[src/rtl/bandai2003_unlock_host.sv]
// bandai2003_unlock_host
// Console-side Bandai 2003 mapper unlock handshake. The block drives the
// 5Ah/A5h address pair and then deserialises the 16-bit command word that the
// cartridge returns on SO. If that word equals EXPECT_CMD, UNLOCKED is set.
// Optional build macro: SO_SYNC_EN. When defined, SO passes through a
// two-flop synchroniser, and HUNT tolerates TIMEOUT+2 idle samples.
module bandai2003_unlock_host #(
    parameter logic [15:0] EXPECT_CMD = 16'h28A0,
    parameter int          TIMEOUT    = 8
) (
    input  logic        CLK,
    input  logic        RST,
    input  logic        START,
    input  logic        SO,
    output logic [7:0]  ADDR_O,
    output logic        BUS_REQ,
    output logic [15:0] CMD,
    output logic        CMD_VLD,
    output logic        UNLOCKED,
    output logic        ERR,
    output logic        BUSY
);

    typedef enum logic [2:0] {
        S_IDLE, S_ACK, S_NAK, S_HUNT, S_DATA, S_TAIL, S_ICHK
    } state_t;

    state_t state, nstate;
    logic   so_s;

`ifdef SO_SYNC_EN
    // The two synchroniser stages reach HUNT as extra idle-high samples
    localparam int HUNT_LIM = TIMEOUT + 2;
    logic [1:0] so_sync;

    // Two-flop synchroniser; resets to the idle (pulled-high) level
    always_ff @(posedge CLK or posedge RST) begin
        if (RST) so_sync <= 2'b11;
        else     so_sync <= {so_sync[0], SO};
    end
    assign so_s = so_sync[1];
`else
    localparam int HUNT_LIM = TIMEOUT;
    assign so_s = SO;
`endif

    // One counter serves two purposes. In HUNT it counts idle samples.
    // In DATA it counts data bits.
    localparam int CW = ($clog2(HUNT_LIM + 1) > 4) ? $clog2(HUNT_LIM + 1) : 4;
    localparam logic [CW-1:0] HUNT_LAST = CW'(HUNT_LIM - 1);
    localparam logic [CW-1:0] DATA_LAST = CW'(15);

    logic [CW-1:0] cnt;
    logic [15:0]   sr;

    // State register
    always_ff @(posedge CLK or posedge RST) begin
        if (RST) state <= S_IDLE;
        else     state <= nstate;
    end

    // Next-state logic
    always_comb begin
        nstate = state;
        case (state)
            S_IDLE: if (START && !UNLOCKED) nstate = S_ACK;
            S_ACK:  nstate = S_NAK;
            S_NAK:  nstate = S_HUNT;
            S_HUNT: begin
                if (!so_s)                 nstate = S_DATA;
                else if (cnt == HUNT_LAST) nstate = S_IDLE;
            end
            S_DATA: if (cnt == DATA_LAST) nstate = S_TAIL;
            S_TAIL: nstate = so_s ? S_IDLE : S_ICHK;
            S_ICHK: nstate = S_IDLE;
            default: nstate = S_IDLE;
        endcase
    end

    // Bus-side outputs decoded from state. Every non-sequence state
    // releases the bus with FFh.
    always_comb begin
        ADDR_O  = 8'hFF;
        BUS_REQ = 1'b0;
        BUSY    = (state != S_IDLE);
        case (state)
            S_ACK: begin ADDR_O = 8'h5A; BUS_REQ = 1'b1; end
            S_NAK: begin ADDR_O = 8'hA5; BUS_REQ = 1'b1; end
            default: ;
        endcase
    end

    // Datapath: counter, shift register, captured word and sticky flags
    always_ff @(posedge CLK or posedge RST) begin
        if (RST) begin
            cnt      <= '0;
            sr       <= '0;
            CMD      <= '0;
            CMD_VLD  <= 1'b0;
            UNLOCKED <= 1'b0;
            ERR      <= 1'b0;
        end else begin
            CMD_VLD <= 1'b0;
            case (state)
                S_IDLE: if (START && !UNLOCKED) ERR <= 1'b0;
                S_ACK:  cnt <= '0;
                S_HUNT: begin
                    if (!so_s)                 cnt <= '0;
                    else if (cnt == HUNT_LAST) ERR <= 1'b1;
                    else                       cnt <= cnt + CW'(1);
                end
                S_DATA: begin
                    sr  <= {so_s, sr[15:1]};
                    cnt <= cnt + CW'(1);
                end
                S_TAIL: if (so_s) ERR <= 1'b1;
                S_ICHK: begin
                    if (!so_s) begin
                        ERR <= 1'b1;
                    end else begin
                        CMD     <= sr;
                        CMD_VLD <= 1'b1;
                        if (sr == EXPECT_CMD) UNLOCKED <= 1'b1;
                        else                  ERR      <= 1'b1;
                    end
                end
                default: ;
            endcase
        end
    end

endmodule

[config.mk]
export PLATFORM = sky130hd
export DESIGN_NAME = bandai2003_unlock_host
export DESIGN_NICKNAME = d
export VERILOG_FILES = /design/src/rtl/bandai2003_unlock_host.sv
export SDC_FILE = /design/constraint.sdc
export NUM_CORES = 1
export LEC_CHECK = 0
export BUFFER_PORTS_ARGS = -buffer_cell sky130_fd_sc_hd__buf_2
export CAP_MARGIN = 20
export CORE_ASPECT_RATIO = 0.9
export CORE_MARGIN = 2
export CORE_UTILIZATION = 48
export DETAILED_ROUTE_END_ITERATION = 7
export GPL_ROUTABILITY_DRIVEN = 0
export PLACE_DENSITY = 0.82
export SKIP_LAST_GASP = 1
export SYNTH_ARGS = -nofsm -noshare
export SYNTH_HDL_FRONTEND = slang
export SYNTH_SLANG_ARGS = --single-unit
[constraint.sdc]
create_clock -name CLK -period 1.38 [get_ports CLK]
set_input_delay 0.138 -clock CLK [delete_from_list [all_inputs] [get_ports CLK]]
set_output_delay 0.138 -clock CLK [all_outputs]
set_load 0.01 [all_outputs]
==> results.json, run 1 <==
{
  "grt_max_degree": 43,
  "cp-start-kind": "flop",
  "antenna_found_initial": 0,
  "die_h_um": 63.4,
  "ant_nets": 0,
  "maxCapViolCount": 0,
  "timing.critical_path.from": "state[2]",
  "clockBufferDepth": 2,
  "rr_worst_depth": 5,
  "status": "complete, but fails checks",
  "fin_tns_setup_ns": -3.77,
  "setup_viol": 33,
  "reg2reg_to": "cnt[3]",
  "grt_pass1_wl_mm": 7.36,
  "cts_buffers": 5,
  "crit_fanout": 6,
  "diodes": 0,
  "dieArea_mm2": 0.00444,
  "synth_area_mm2": 0.00188,
  "ys_ff_latch": 42,
  "synth_edf_count": 0,
  "ys_warn_count": 0,
  "die_w_um": 70.0,
  "fin_area_mm2": 0.00272,
  "io_pins": 33,
  "post-route-util_pct": 73.0,
  "avgSynthCellArea_um2": 10.2,
  "hpwl_mm": 2.66,
  "drt_iter0_drc": 144,
  "finalHoldViolCount": 0,
  "place_area_mm2": 0.00218,
  "async_reset_ff_share_pct": 100,
  "holdWs_ns": 0.240,
  "crit_path_max_incr_delay_ns": 0.45,
  "vias": 1634,
  "path_clk_slew_ns": 0.07,
  "synthToLayoutAreaGrowth_pct": 44.5,
  "dp_cells": 266,
  "yosysSeqAreaShare_pct": 55.8,
  "core_mm2": 0.00373,
  "crit_end": "BUS_REQ",
  "p_total_mw": 5.19,
  "clkSinkCount": 42,
  "fmax_ghz": 0.626,
  "r2r_start": "state[2]",
  "vdd_ir_drop_max_mv": 1.66,
  "ys_types": 34,
  "drc": 0,
  "wirelength_mm": 5.35,
  "io_buffers": 32,
  "maxSlewHeadroom_pct": 65.0,
  "first_global_vias": 1529,
  "grt_use_total_pct": 21.5,
  "drt_first_pass_iters": 4,
  "gr-total-overflow": 0,
  "crit_arrival_ns": 1.46,
  "cts_tree": "built",
  "skew_ns": 0.00894,
  "viasPerCell": 5.58,
  "cp.required_ns": 1.24,
  "min_period_over_period_pct": 116,
  "pre_cts_ws_ns": -0.0896,
  "period_minus_slack_ns": 1.60,
  "power_density_mw_per_mm2": 1910,
  "synthCells": 184,
  "worstMarginPinSlew_ns": 0.525,
  "setup_ws_ns": -0.216,
  "drive_above_1_share_pct": 47.4,
  "endpoint_kind": "output port",
  "rows": 21,
  "post_drt_wl_per_cell_um": 18.2,
  "crit_type": "flop to output port",
  "cts_root_buffer": "clkbuf_8",
  "initial_core_util_pct": 50.5,
  "rrSetupSlack_ns": -0.20,
  "final_cells": 293,
  "violations": "setup timing",
  "leakagePower_nw": 1.38,
  "mostFrequentLayoutCell": "nand2_1",
  "synth_ff_type": "dfrtp_1",
  "hold_class": "input port to flop",
  "clock_latency_ns": 0.30,
  "syn_nets": 189,
  "slew_viol_final": 0,
  "rsz0062_at_grt": "true",
  "crit_slowest_cell": "dfrtp_2",
  "htreeDepth": 2,
  "cp_cell_sequence": "buf_6 -> or3_4 -> nand2_1 -> buf_2",
  "nets": 251,
  "mostFrequentLayoutCells": "nand2_1, dfrtp_1, buf_2"
}
[Yosys cell counts, drive strengths merged (2+ instances only)]
cell	n	area, um^2
nand2	60	225
dfrtp	42	1050
mux2	16	180
buf	9	60.1
nand3	5	25.0
nor2b	5	31.3
clkbuf	4	15.0
inv	4	15.0
o21ai	4	20.0
nand2b	3	18.8
o31ai	3	22.5
a21oi	2	10.0
nor2	2	7.51
nor4	2	12.5
nor4b	2	17.5
o22ai	2	12.5
o2bb2ai	2	17.5
or3	2	12.5
[power by group]
group          switching [mW]  internal, mW
Combinational            1.28          1.51
Sequential              0.202          1.42
Clock                   0.420         0.357
Total                    1.91          3.29
[cells by family after synthesis]
| group | count (synthesis) | synth area share [%] |
|---|---|---|
| xor+xnor | 1 | 0.465 |
| mux | 16 | 9.56 |
| buf+inv | 18 | 4.98 |
| compound gates | 19 | 6.91 |
| simple gates | 87 | 21.6 |
| fa+ha+maj | 1 | 0.664 |
| flops | 42 | 55.8 |
[critical path, delay by kind of cell (launching register included)]
family	cells	cell delay, ns
and+or+nand+nor	2	0.46
buffers and inverters	2	0.26
DFF	1	0.45
[state kept, by name, summed over array words and instances (netlist names)]
| register | cells |
|---|---|
| cnt | 4 |
| UNLOCKED | 1 |
| state | 3 |
| sr | 16 |
| CMD_VLD | 1 |
| CMD | 16 |
| ERR | 1 |
[what timing repair did]
action | 4_1_cts | 5_1_grt
resized for setup | 27 | 37
endpoints found under the hold margin | 42 | 0
pin swaps | 9 | 10
setup buffers | 10 | 8
setup endpoints to repair | 46 | 49
cloned | 0 | 1
hold buffers | 1 | 0
[area by class of cell]
class / count / area (um^2)
Clock buffer: 6 / 72.6
Clock inverter: 2 / 13.8
Fill cell: 239 / 1010
Inverter: 5 / 23.8
Multi-Input combinational cell: 124 / 970
Sequential cell: 42 / 1050
Tap cell: 46 / 57.6
Timing Repair Buffer: 68 / 531
[routing by layer]
layer | track usage, % | part of all wire, % | vias to the layer above
met2 | 34.9 | 49 | 62
met5 | 0 | 0 | -
met3 | 6.88 | 5.9 | 19
li1 | - | - | 739
met4 | 7.45 | 4.3 | 0
met1 | 27.4 | 41 | 814
[how the worst min path moves through the flow]
stage	end	slack (ns)	from	cells past startpoint
after CTS	state[2]	0.18	SO	2
final	state[2]	0.24	SO	2
after detailed placement	CMD[9]	0.29	RST	3
after global placement	CMD[9]	0.29	RST	3
after floorplan	CMD[0]	0.38	RST	1
after global routing	state[2]	0.23	SO	2
Note: power is estimated with default switching activity, not from simulation.
==> inputs of run 2 (changes only) <==
--- a/config.mk
+++ b/config.mk
@@ -12,8 +12,7 @@
 export CORE_UTILIZATION = 48
 export DETAILED_ROUTE_END_ITERATION = 7
 export GPL_ROUTABILITY_DRIVEN = 0
-export PLACE_DENSITY = 0.82
-export SKIP_LAST_GASP = 1
+export PLACE_DENSITY = 0.81
 export SYNTH_ARGS = -nofsm -noshare
 export SYNTH_HDL_FRONTEND = slang
 export SYNTH_SLANG_ARGS = --single-unit
==> run 2 against run 1 <==
Compared with the run above: sequential power about the same; the flow still finishes with violations (setup timing); core utilization decreased by 1.7 points; fmax decreased by 1.6%; global-route usage increased by 0.70 points; highest routed layer unchanged; critical path type is now flop to flop; power about the same; count of clock-buffer cells in the layout decreased by 1.
==> results.json, run 2 (synthesis results as in run 1) <==
{
  "status": "complete, but fails checks",
  "violations": "setup timing",
  "min_period_over_period_pct": 118,
  "path_clk_slew_ns": 0.08,
  "wirelength_mm": 4.99,
  "finalHoldViolCount": 0,
  "fmax_ghz": 0.617,
  "initial_core_util_pct": 50.5,
  "clock_latency_ns": 0.30,
  "grt_max_degree": 43,
  "nets": 254,
  "gr-total-overflow": 0,
  "cp-start-kind": "flop",
  "mostFrequentLayoutCell": "nand2_1",
  "rr_worst_depth": 5,
  "combPwrFrac_pct": 46.4,
  "hold_path_end": "state[1]",
  "leakagePower_nw": 1.40,
  "p_total_mw": 5.19,
  "worstMarginPinSlew_ns": 0.532,
  "antenna_found_initial": 0,
  "cpMostUsedCell": "buf_6",
  "io_buffers": 32,
  "skew_ns": 0.00978,
  "cts_root_buffer": "clkbuf_8",
  "crit_arrival_ns": 1.81,
  "diodes": 0,
  "multi_input_area_um2": 877,
  "rrSetupSlack_ns": -0.24,
  "first_global_vias": 1572,
  "crit_cells": 5,
  "hold_depth": 2,
  "vdd_ir_drop_max_mv": 1.18,
  "cp_cell_sequence": "buf_6 -> nor3b_4 -> buf_6 -> buf_12 -> mux2_4",
  "power_density_mw_per_mm2": 1950,
  "drc": 0,
  "reg2reg_to": "sr[1]",
  "r2r_start": "state[0]",
  "cts_tree": "built",
  "place_area_mm2": 0.00223,
  "viasPerCell": 5.36,
  "post-route-util_pct": 71.3,
  "core_mm2": 0.00373,
  "drt_iter0_drc": 124,
  "clockBufferDepth": 2,
  "setup_ws_ns": -0.242,
  "post_drt_wl_per_cell_um": 16.9,
  "rsz0062_at_grt": "true",
  "cp_top_family": "flip-flops",
  "clkSinkCount": 42,
  "p_sw_share_pct": 34.0,
  "cp.required_ns": 1.57,
  "holdWs_ns": 0.248,
  "hpwl_mm": 2.64,
  "grt_use_total_pct": 22.2,
  "io_pins": 33,
  "crit_path_max_incr_delay_ns": 0.44,
  "htreeDepth": 2,
  "maxCapViolCount": 0,
  "slew_viol_final": 0,
  "synthToLayoutAreaGrowth_pct": 41.2,
  "vias": 1586,
  "path_buf_inv": 3,
  "dieArea_mm2": 0.00444,
  "mostFrequentLayoutCells": "nand2_1, dfrtp_1, buf_4",
  "crit_slowest_cell": "dfrtp_2",
  "cts_buffers": 5,
  "fin_tns_setup_ns": -6.02,
  "reg.largest.list": "CMD: 16 flops, sr: 16 flops, cnt: 4 flops",
  "timing.critical_path.from": "state[0]",
  "maxSlewHeadroom_pct": 64.5,
  "crit_type": "flop to flop",
  "grt_pass1_wl_mm": 7.58,
  "seqPwrFrac_pct": 31.1,
  "drt_first_pass_iters": 4,
  "nFillCells": 258,
  "worstHoldStart": "SO",
  "crit_fanout": 8,
  "period_minus_slack_ns": 1.62,
  "power.internal_mw": 3.43,
  "fin_area_mm2": 0.00266,
  "p_clk_share_pct": 22.5,
  "p_sw_mw": 1.77,
  "die_h_um": 63.4,
  "setup_viol": 48,
  "endpoint_kind": "flop",
  "hold_class": "input port to flop",
  "drive_above_1_share_pct": 46.0,
  "final-seq-area_mm2": 0.00105,
  "ant_nets": 0,
  "rows": 21,
  "die_w_um": 70.0
}
run 2: changes by cell type in the layout (fill, tap and decap cells not counted), sizes merged:
| cell | previous run | this run |
|---|---|---|
| clkbuf | 7 | 5 |
| bufinv | 0 | 2 |
| buf | 66 | 70 |
| inv | 5 | 4 |
run 2: worst max-delay path by stage:
stage               to  slack, ns
3_3_place_gp    cnt[3]      -0.08
4_1_cts        BUS_REQ      -0.18
6_report         sr[1]      -0.24
2_1_floorplan   sr[10]      -0.05
3_5_place_dp    cnt[3]      -0.11
5_1_grt          sr[5]      -0.26
run 2: cell type report:
class | count | area share, %
Sequential cell | 42 | 39.7
Multi-Input combinational cell | 124 | 33.0
Timing Repair Buffer | 71 | 19.1
Clock buffer | 5 | 2.59
Clock inverter | 3 | 2.59
Tap cell | 46 | 2.16
Inverter | 5 | 0.894
run 2: layer usage:
| layer | track usage, % | share of wire [%] | routed length [um] | vias to the layer above |
|---|---|---|---|---|
| met2 | 37.7 | 50 | 2500 | 50 |
| met3 | 6.08 | 4.9 | 246 | 12 |
| met4 | 7.93 | 2.1 | 106 | 0 |
| met1 | 27.3 | 43 | 2140 | 779 |
| li1 | - | - | - | 745 |
| met5 | 0 | 0 | 0 | - |
run 2: stage by stage:
| stage | setup WS (ns) | cells |
|---|---|---|
| 4_1_cts | -0.182 | 295 |
| 3_3_place_gp | -0.0753 | 272 |
| 3_5_place_dp | -0.114 | 272 |
| 6_report | -0.242 | 296 |
| 5_1_grt | -0.261 | 296 |
| 2_1_floorplan | -0.0496 | 184 |
run 2: power groups by stage:
stage	registers [mW]	clock network [mW]	logic, mW
global placement	1.64	0	1.60
CTS	1.60	1.18	2.15
finish	1.62	1.17	2.41
detailed placement	1.65	0	1.63
floorplan	1.62	0	1.07
global route	1.63	1.24	2.54
run 2: what timing repair did:
action                     in CTS  in global routing
hold endpoints to repair       42                  0
hold buffers                    1                  0
resized for setup              28                 20
buffers inserted               13                  2
setup endpoints to repair      47                 48
gates cloned                    1                  0
pin swaps                       6                  5
